**src/rtl/fetch_pkg.sv**
```systemverilog
// Shared definitions for the instruction fetch unit: FSM encodings and the
// instruction value presented when no valid instruction is available.
package fetch_pkg;

    typedef enum logic [1:0] {
        ST_BOOT = 2'd0,
        ST_RUN  = 2'd1,
        ST_KILL = 2'd2
    } fetch_state_e;

    localparam logic [31:0] NOP     = 32'h0000_0000;
    localparam logic [31:0] PC_STEP = 32'd4;

endpackage

```
**src/rtl/fetch_unit.sv**
```systemverilog
// Single-issue instruction fetch with stall hold and one-bubble redirect.
// Define FETCH_MISALIGN_TRAP_EN to vector misaligned redirects to EXC_VECTOR.
//
// state | meaning
// BOOT  | first address presented after reset, no instruction returned yet
// RUN   | imem_inst holds the word at f_pc_q, one instruction per cycle
// KILL  | returned word belongs to the path abandoned by a redirect
module fetch_unit
    import fetch_pkg::*;
#(
    parameter int          INST_DEPTH = 256,
    parameter logic [31:0] RESET_PC   = 32'h0000_0000,
    parameter logic [31:0] EXC_VECTOR = 32'h0000_0180
) (
    input  logic                          clk,
    input  logic                          resetpc,
    input  logic                          stall,
    input  logic                          redirect_valid,
    input  logic [31:0]                   redirect_target,
    output logic [$clog2(INST_DEPTH)-1:0] imem_addr,
    input  logic [31:0]                   imem_inst,
    output logic [31:0]                   inst_out,
    output logic [31:0]                   pc_out,
    output logic [31:0]                   pc_plus4,
    output logic                          inst_valid,
    output logic                          misalign_err
);

    localparam int AW = $clog2(INST_DEPTH);

    fetch_state_e state_q, state_d;
    logic [31:0]  pc_q, pc_d;
    logic [31:0]  f_pc_q, f_pc_d;
    logic         misalign_q, misalign_d;
    logic [31:0]  target_eff;
    logic         target_bad;

`ifdef FETCH_MISALIGN_TRAP_EN
    assign target_bad = (redirect_target[1:0] != 2'b00);
    assign target_eff = target_bad ? EXC_VECTOR : redirect_target;
`else
    assign target_bad = 1'b0;
    assign target_eff = redirect_target & ~32'h0000_0003;
`endif

    always_ff @(posedge clk) begin
        if (resetpc) begin
            state_q    <= ST_BOOT;
            pc_q       <= RESET_PC;
            f_pc_q     <= RESET_PC;
            misalign_q <= 1'b0;
        end else begin
            state_q    <= state_d;
            pc_q       <= pc_d;
            f_pc_q     <= f_pc_d;
            misalign_q <= misalign_d;
        end
    end

    always_comb begin
        state_d    = state_q;
        pc_d       = pc_q;
        f_pc_d     = f_pc_q;
        misalign_d = 1'b0;
        if (redirect_valid) begin
            // A redirect wins over stall and over a redirect already in flight.
            state_d    = ST_KILL;
            pc_d       = target_eff;
            f_pc_d     = pc_q;
            misalign_d = target_bad;
        end else begin
            case (state_q)
                ST_RUN: begin
                    if (!stall) begin
                        pc_d   = pc_q + PC_STEP;
                        f_pc_d = pc_q;
                    end
                end
                default: begin
                    state_d = ST_RUN;
                    pc_d    = pc_q + PC_STEP;
                    f_pc_d  = pc_q;
                end
            endcase
        end
    end

    // While stalled, re-present the held address so imem_inst stays unchanged.
    assign imem_addr    = (state_q == ST_RUN && stall) ? f_pc_q[AW+1:2] : pc_q[AW+1:2];
    assign inst_valid   = (state_q == ST_RUN);
    assign inst_out     = inst_valid ? imem_inst : NOP;
    assign pc_out       = f_pc_q;
    assign pc_plus4     = f_pc_q + PC_STEP;
    assign misalign_err = misalign_q;

endmodule

```
**config.mk**
```make
export PLATFORM = sky130hd
export DESIGN_NAME = fetch_unit
export DESIGN_NICKNAME = d
export VERILOG_FILES = /design/src/rtl/fetch_pkg.sv /design/src/rtl/fetch_unit.sv
export SDC_FILE = /design/constraint.sdc
export NUM_CORES = 1
export LEC_CHECK = 0
export CORE_MARGIN = 4
export CORE_UTILIZATION = 43
export CTS_BUF_LIST = sky130_fd_sc_hd__clkbuf_4
export DETAILED_ROUTE_END_ITERATION = 10
export GPL_TIMING_DRIVEN = 1
export PLACE_DENSITY = 0.83
export SLEW_MARGIN = 20
export SYNTH_ARGS = -nofsm -noshare
export SYNTH_HDL_FRONTEND = slang
export SYNTH_SLANG_ARGS = --single-unit
export TNS_END_PERCENT = 30
```
**constraint.sdc**
```tcl
create_clock -name clk -period 2 [get_ports clk]
set_input_delay 0.2 -clock clk [delete_from_list [all_inputs] [get_ports clk]]
set_output_delay 0.2 -clock clk [all_outputs]
set_load 0.02 [all_outputs]
```
Word level (Yosys, flattened, before mapping)
Index checks and enable logic that the tools add are counted.

$add $sub $neg: 2. $mul: 0. Div/mod/pow operators: 0. $lt $le $gt $ge: 0. Eq/ne operators: 4. Shift-type cells: 0. Mux-type cells: 10. Bitwise operators: 0. Reduce and logical (&&, ||, !) cells: 2.

Operators with widths (count): $mux 32 (7); $add 32x3->32 const B (2); $mux 8 (1); $mux 2 (2); $ne 2x2->1 const B (2); $ne 3x3->1 const B (1); $eq 2x1->1 const B (1); $reduce_or 2->1 (1); $logic_and 1x1->1 (1).

Bits in registers: 66. Bits in latches: 0. Memory bits (writable): 0. Memory bits (read-only): 0. Output and inout bits: 106. Logic and storage cells: 23. Memories kept: 0.

Logic depth before layout (Yosys ltp)
Gate-level depths: netlist (run 1).

Word-level depth: 4. Mapped depth: 7. Mapped depth without buffers: 6.

Worst setup path after synthesis (run 1)
OpenSTA, ideal clock, no wires.

Kind: flip-flop to output port. From: register f_pc_q[3], in the netlist pc_out[3]. To: output pc_plus4[24]. Arrival time: 1879 ps. Setup slack: -79 ps. Cell stages (with the launch flop): 7. Path buffers: 0. Cell sequence: dfxtp_1 ha_1 nand3_1 nor2_1 nand3_1 nor3_1 xor2_1.

Cells in the longest elaborated chain, start to end: 1.

RTL lines: start, declared (line fetch_unit.sv:33) `logic [31:0] f_pc_q, f_pc_d;`; start signal, assigned (line fetch_unit.sv:55) `f_pc_q <= f_pc_d;`; $add 32x3->32 (line fetch_unit.sv:93) `assign pc_plus4 = f_pc_q + PC_STEP;`; end, declared (line fetch_unit.sv:24) `output logic [31:0] pc_plus4,`.

Every way passes these cells.

Worst setup path after layout (run 1)
From: register f_pc_q[4], in the netlist pc_out[4]. To: output pc_plus4[19].

The elaborated chain is that of the path after synthesis.

==> reports/qor.yml, run 1 <==
status:
  status: "finished with violations"
  violations: "negative setup slack"
synthesis:
  yosys.area.top_type: "dfxtp_1"
  synthFlopType: "dfxtp_1"
  ys_seq_area_share_pct: 33.20
  yosysWarnings: 0
  ys_top_cells_by_area: "dfxtp_1, nand2_1, xnor2_1"
  syn_area_um2: 3739
  syn_area_per_cell_um2: 7.661
  netlist-cell-type-count: 47
  synth_top_area_share_pct: 33.20
  synth_common_cells: "nand2_1, dfxtp_1, a21oi_1"
  synth_edf_count: 0
  ys_async_sr_fraction_pct: 0
  synthesis.instances: 488
  yosysMostFrequentCell: "nand2_1"
  ys_seq_elements: 62
setup_path:
  cpMaxStageDelayCell: "dfxtp_2"
  critPathMaxFanout: 8
  reg2reg_from: "pc_q[14]"
  critPathMaxStageDelay_ns: 0.38
  start_kind: "register"
  path_class: "register to output port"
  critPathCaptureType: "output port"
  path_delay_family: "simple AND/OR/NAND/NOR gates"
  cp.arrival_ns: 1.93
  critPathBufInv: 2
  r2r_end: "pc_q[25]"
  reg2regPathDepth: 6
  r2r_slack_ns: 0.26
  crit_path_cell_trace: "and4_4 -> nand4_1 -> nor3_2 -> buf_4 -> nand4_1 -> xnor2_2 -> buf_4"
  cp_data_required_time_ns: 1.80
floorplan:
  die_w_um: 101.2
  core_um2: 8341
  core.rowCount: 33
  die_area_um2: 10250
  die_y_um: 101.2
  ios: 174
  start_util_pct: 44.82
routing:
  avgRoutedWirePerCell_um: 15.06
  drc: 0
  initialDrtViolationCount: 228
  viasPerCell: 5.143
  drt-total-wl_mm: 12.44
  dr.pass1.iters: 5
  vias: 4248
  ant_nets: 0
clocking:
  clk_pin_slew_ns: 0.11
  cts_sinks: 62
  cts_tree: "done"
  cts_buffers: 9
  h-tree-depth: 3
  root_buffer: "clkbuf_4"
  clk_latency_ns: 0.39
  cts.path.max_buffers: 2
flow_run:
  maxCapViolCount: 0
placed_design:
  post-place-ws_ns: -0.3486
  place_congestion: 0.9163
  hpwl_mm: 9.851
  portBuffers: 166
sta:
  timing.fmax_mhz: 470.1
  final.min_clock_period_ns: 2.127
  setup_tns_ns: -0.9751
  hold_violations: 0
  slew_viol_final: 0
  fin_skew_ns: 0.01330
  rsz0062_at_grt: "true"
  worst_slack_ns: -0.1271
  setup_viol: 14
  fin_crit_sh_pct: 106.4
hold_path:
  min_path_cells: 2
  hold_class: "primary input to register"
  min_to: "pc_q[13]"
  worstHoldStart: "resetpc"
finish:
  antenna_cells: 0
  synthToLayoutAreaGrowth_pct: 63.29
  fill_cells: 664
  seq_area_um2: 1250
  multi_input_area_um2: 2412
  nets: 786
  drive_above_1_share_pct: 23.02
power_and_ir_drop:
  p_leak_nw: 2.733
  cellPowerDensity_nw_per_um2: 489.7
  ir_drop_uv: 240.6
grt:
  antenna_found_initial: 0
  grt_pass1_wl_mm: 19.52
  grt_max_degree: 34
  grt_pass1_vias: 4057
  grt.overflow.total: 0
  grt_usage_pct: 23.46
cells by family after synthesis:
kind of cell / after synthesis / share of synthesized area [%]
DFF: 62 / 33.20
AOI/OAI and AO/OA: 65 / 10.91
and+or+nand+nor: 263 / 37.52
adders and majority gates: 2 / 0.6692
buffers and inverters: 41 / 4.886
xor gates and xnor gates: 52 / 12.18
other: 1 / 0.1003
muxes: 2 / 0.5355
layer usage:
metal	part of all wire, %	global-route usage [%]
met5	0	0
met4	1.5	6.646
met3	7.0	3.857
met2	51	40.14
met1	41	30.46
cell usage in the layout (no fill, tap or decap), types with 17 or more instances in the layout:
cell type,count
xor2_1,26
dfxtp_1,55
clkdlybuf4s50_1,96
nand4_1,17
and2_1,32
buf_4,100
a21oi_1,36
xnor2_1,23
nor2_1,25
dlygate4sd2_1,43
nand2_1,119
nand3_1,17
metrics by stage:
stage	power, W	hold slack, ns	area [um^2]	utilization (%)	cells
detailed placement	0.002212	0.4777	5972	71.60	805
CTS	0.003002	0.05132	6055	72.59	823
global placement	0.002191	0.4666	5972	71.60	805
global route	0.003137	0.04967	6105	73.19	826
floorplan	0.001759	0.3086	3771	-	492
finish	0.002989	0.07047	6105	73.19	826
flip-flops by register name, summed over array words and instances (netlist names):
register and flops:
state_q 2, pc_out 30, pc_q 30
worst max-delay path by stage:
stage | start | end | slack, ns | cells past startpoint
after global routing | pc_out[4] | pc_plus4[19] | -0.27 | 7
after global placement | pc_out[2] | pc_plus4[30] | -0.21 | 7
after CTS | pc_out[2] | pc_plus4[28] | -0.18 | 8
final | pc_out[4] | pc_plus4[19] | -0.13 | 7
after detailed placement | pc_out[2] | pc_plus4[28] | -0.35 | 7
after floorplan | pc_out[4] | pc_plus4[29] | -0.007 | 5
cell type report:
type	count	share of cell area, %
Tap cell	105	2.152
Sequential cell	62	20.48
Clock buffer	9	1.107
Multi-Input combinational cell	389	39.52
Inverter	8	0.4919
Timing Repair Buffer	246	35.19
Clock inverter	7	1.066
repair_timing:
item / 4_1_cts / 5_1_grt
setup buffers: 2 / 3
setup endpoints to repair: 69 / 25
gates cloned: 0 / 0
gates resized for setup: 174 / 24
pin swaps: 5 / 7
hold buffers: 0 / 0
power by group:
| group | leakage, nW | total (W) | switching [W] | internal, W |
|---|---|---|---|---|
| Clock | 0.0731 | 0.000832 | 0.000460 | 0.000373 |
| Combinational | 2.15 | 0.000776 | 0.000383 | 0.000393 |
| Sequential | 0.514 | 0.00138 | 0.0000757 | 0.00131 |
| Total | 2.73 | 0.00299 | 0.000918 | 0.00207 |
Note: power is estimated with default switching activity, not from simulation.
==> run 2, diff against run 1 <==
Settings changed: CORE_UTILIZATION 43 to 45, CTS_CLUSTER_SIZE from default to 24, PLACE_DENSITY 0.83 to 0.87.
Clock period 2 ns to 2.5 ns, I/O delays scaled along.
==> run 2 against run 1 <==
  * The run now ends clean
  * Cell area is 7.0% lower
  * Count of clock-buffer cells in the layout stayed put
  * Combinational power is 28% lower
  * Final cell count is 7.3% lower
  * Sequential power is 18% lower
  * Critical path depth stayed put
  * Register-to-register slack better by 0.32 ns
  * Routed wire length is 4.2% lower
  * Die area is 4.1% lower
  * Highest routed layer unchanged
  * Setup slack better by 0.20 ns
  * Via count is 6.7% lower
  * Non-clock buffer count is 56 lower
==> reports/qor.yml, run 2 (same netlist as run 1, synthesis figures left out) <==
finish:
  nets: 730  # -7.1%
  drive_above_1_share_pct: 10.84  # -12 points
  synthToLayoutAreaGrowth_pct: 51.87
  final_cells: 766  # -7.3%
  final_cell_mix: "clkdlybuf4s50_1, nand2_1, dfxtp_1, a21oi_1, and2_1"
  layout_commonest_cell: "clkdlybuf4s50_1"
  design_area_um2: 5678  # -7.0%
  antenna_cells: 0  # unchanged
grt:
  grt_pass1_wl_mm: 19.06  # -2.4%
  grt.overflow.total: 0  # unchanged
  grt_pass1_vias: 3818  # -5.9%
  antenna_found_initial: 0  # unchanged
  grt_max_degree: 34  # unchanged
  grt_usage_pct: 23.44  # -0.025 points
setup_path:
  critPathCaptureType: "output port"
  cp_data_required_time_ns: 2.25  # +0.45 ns
  path_class: "register to output port"
  r2r_slack_ns: 0.58  # +0.32 ns
  cp.arrival_ns: 2.18  # +0.25 ns
  start_kind: "register"
  critPathMaxFanout: 5  # -3
  reg2reg_from: "pc_q[12]"
  reg2regPathDepth: 6  # unchanged
  r2r_end: "pc_q[23]"
clocking:
  cts_sinks: 62  # unchanged
  clk_latency_ns: 0.41  # +0.02 ns
  cts_resized: 23  # -87%
  h-tree-depth: 3  # unchanged
  cts_setup_buffers: 0  # -2
  hold_buffers: 0  # unchanged
  cts_tree: "done"
  cts.path.max_buffers: 2  # unchanged
  root_buffer: "clkbuf_4"
  cts_buffers: 9  # unchanged
  clk_pin_slew_ns: 0.10  # about the same
floorplan:
  core.rowCount: 32  # -3.0%
  core_um2: 7888  # -5.4%
  ios: 174  # unchanged
  die_y_um: 99.15  # -2.1%
  start_util_pct: 47.40  # +2.6 points
  die_w_um: 99.15  # -2.1%
  die_area_um2: 9831  # -4.1%
routing:
  ant_nets: 0  # unchanged
  vias: 3963  # -6.7%
  drt-total-wl_mm: 11.92  # -4.2%
  viasPerCell: 5.174  # +0.60%
  drc: 0  # unchanged
  initialDrtViolationCount: 230  # +0.88%
  dr.pass1.iters: 5  # unchanged
  avgRoutedWirePerCell_um: 15.56  # +3.3%
flow_run:
  maxCapViolCount: 0  # unchanged
placed_design:
  portBuffers: 166  # unchanged
  placedCellCount: 751  # -6.7%
  place_congestion: 0.8819  # -3.8%
  postPlaceCellArea_um2: 5568  # -6.8%
  hpwl_mm: 9.466  # -3.9%
sta:
  hold_violations: 0  # unchanged
  rsz0062_at_grt: "true"
  slew_viol_final: 0  # unchanged
  fin_crit_sh_pct: 97.10
  timing.fmax_mhz: 412.0
  setup_viol: 0  # -14
  fin_skew_ns: 0.01721  # +0.003909 ns
  final.min_clock_period_ns: 2.427
hold_path:
  hold_class: "primary input to register"
  min_to: "pc_out[5]"
  worstHoldStart: "resetpc"
  min_path_cells: 2  # unchanged
status:
  status: "finished, final reports clean"
power_and_ir_drop:
  ir_drop_uv: 294.0  # +22%
  p_leak_nw: 2.276  # -17%
  cellPowerDensity_nw_per_um2: 411.4  # -16%
[run 2: cell count changes in the layout (fill, tap and decap cells not counted), moves of 5 or more]
cell             before  now
buf_4               100   24
clkdlybuf4s50_1      96  143
dlygate4sd2_1        43    7
dfxtp_1              55   60
dfxtp_2               7    2
nor2_1               25   30
[run 2: final cells by class]
| type | instances | area (um^2) |
|---|---|---|
| Clock inverter | 6 | 53.80 |
| Timing Repair Buffer | 190 | 1814 |
| Multi-Input combinational cell | 389 | 2341 |
| Tap cell | 102 | 127.6 |
| Inverter | 8 | 30.03 |
| Clock buffer | 9 | 67.56 |
| Fill cell | 609 | 2210 |
| Sequential cell | 62 | 1244 |
[run 2: how the worst max path moves through the flow]
stage / from / endpoint / cells after the start
final: pc_out[3] / pc_plus4[12] / 7
after global routing: pc_out[3] / pc_plus4[24] / 7
after CTS: pc_out[3] / pc_plus4[18] / 6
after detailed placement: pc_out[3] / pc_plus4[24] / 7
after global placement: pc_out[2] / pc_plus4[24] / 7
after floorplan: pc_out[3] / pc_plus4[24] / 6
[run 2: layer usage]
| layer | track usage (%) | up-vias | wire [um] | share of wire (%) |
|---|---|---|---|---|
| met5 | 0 | - | 0 | 0 |
| met4 | 7.353 | 0 | 143 | 1.2 |
| met3 | 2.314 | 12 | 678 | 5.7 |
| met2 | 40.19 | 133 | 6035 | 51 |
| met1 | 31.07 | 1829 | 5062 | 42 |
| li1 | - | 1989 | - | - |
[run 2: metrics by stage]
| step | TNS [ns] | utilization, % | power (W) | hold slack (ns) | setup slack, ns |
|---|---|---|---|---|---|
| 3_3_place_gp | 0 | 70.59 | 0.001703 | 0.4756 | 0.1415 |
| 6_report | 0 | 71.99 | 0.002336 | 0.2725 | 0.07262 |
| 5_1_grt | -0.3043 | 71.99 | 0.002432 | 0.2901 | -0.09386 |
| 3_5_place_dp | 0 | 70.59 | 0.001719 | 0.4960 | 0.02727 |
| 4_1_cts | 0 | 71.94 | 0.002340 | 0.2631 | 0.001064 |
| 2_1_floorplan | 0 | - | 0.001406 | 0.3586 | 0.3713 |
[run 2: where the power goes]
| group | switching, W | internal, W |
|---|---|---|
| registers | 0.0000860 | 0.00104 |
| logic | 0.000269 | 0.000291 |
| clock network | 0.000358 | 0.000288 |
| total | 0.000713 | 0.00162 |
[run 2: critical path: stages, from the launching register on]
cell,delay (ns)
dfxtp_1,0.39
ha_1,0.20
nand3_1,0.14
nor2_4,0.17
buf_4,0.14
and4_1,0.21
xor2_1,0.16
dlygate4sd2_1,0.35
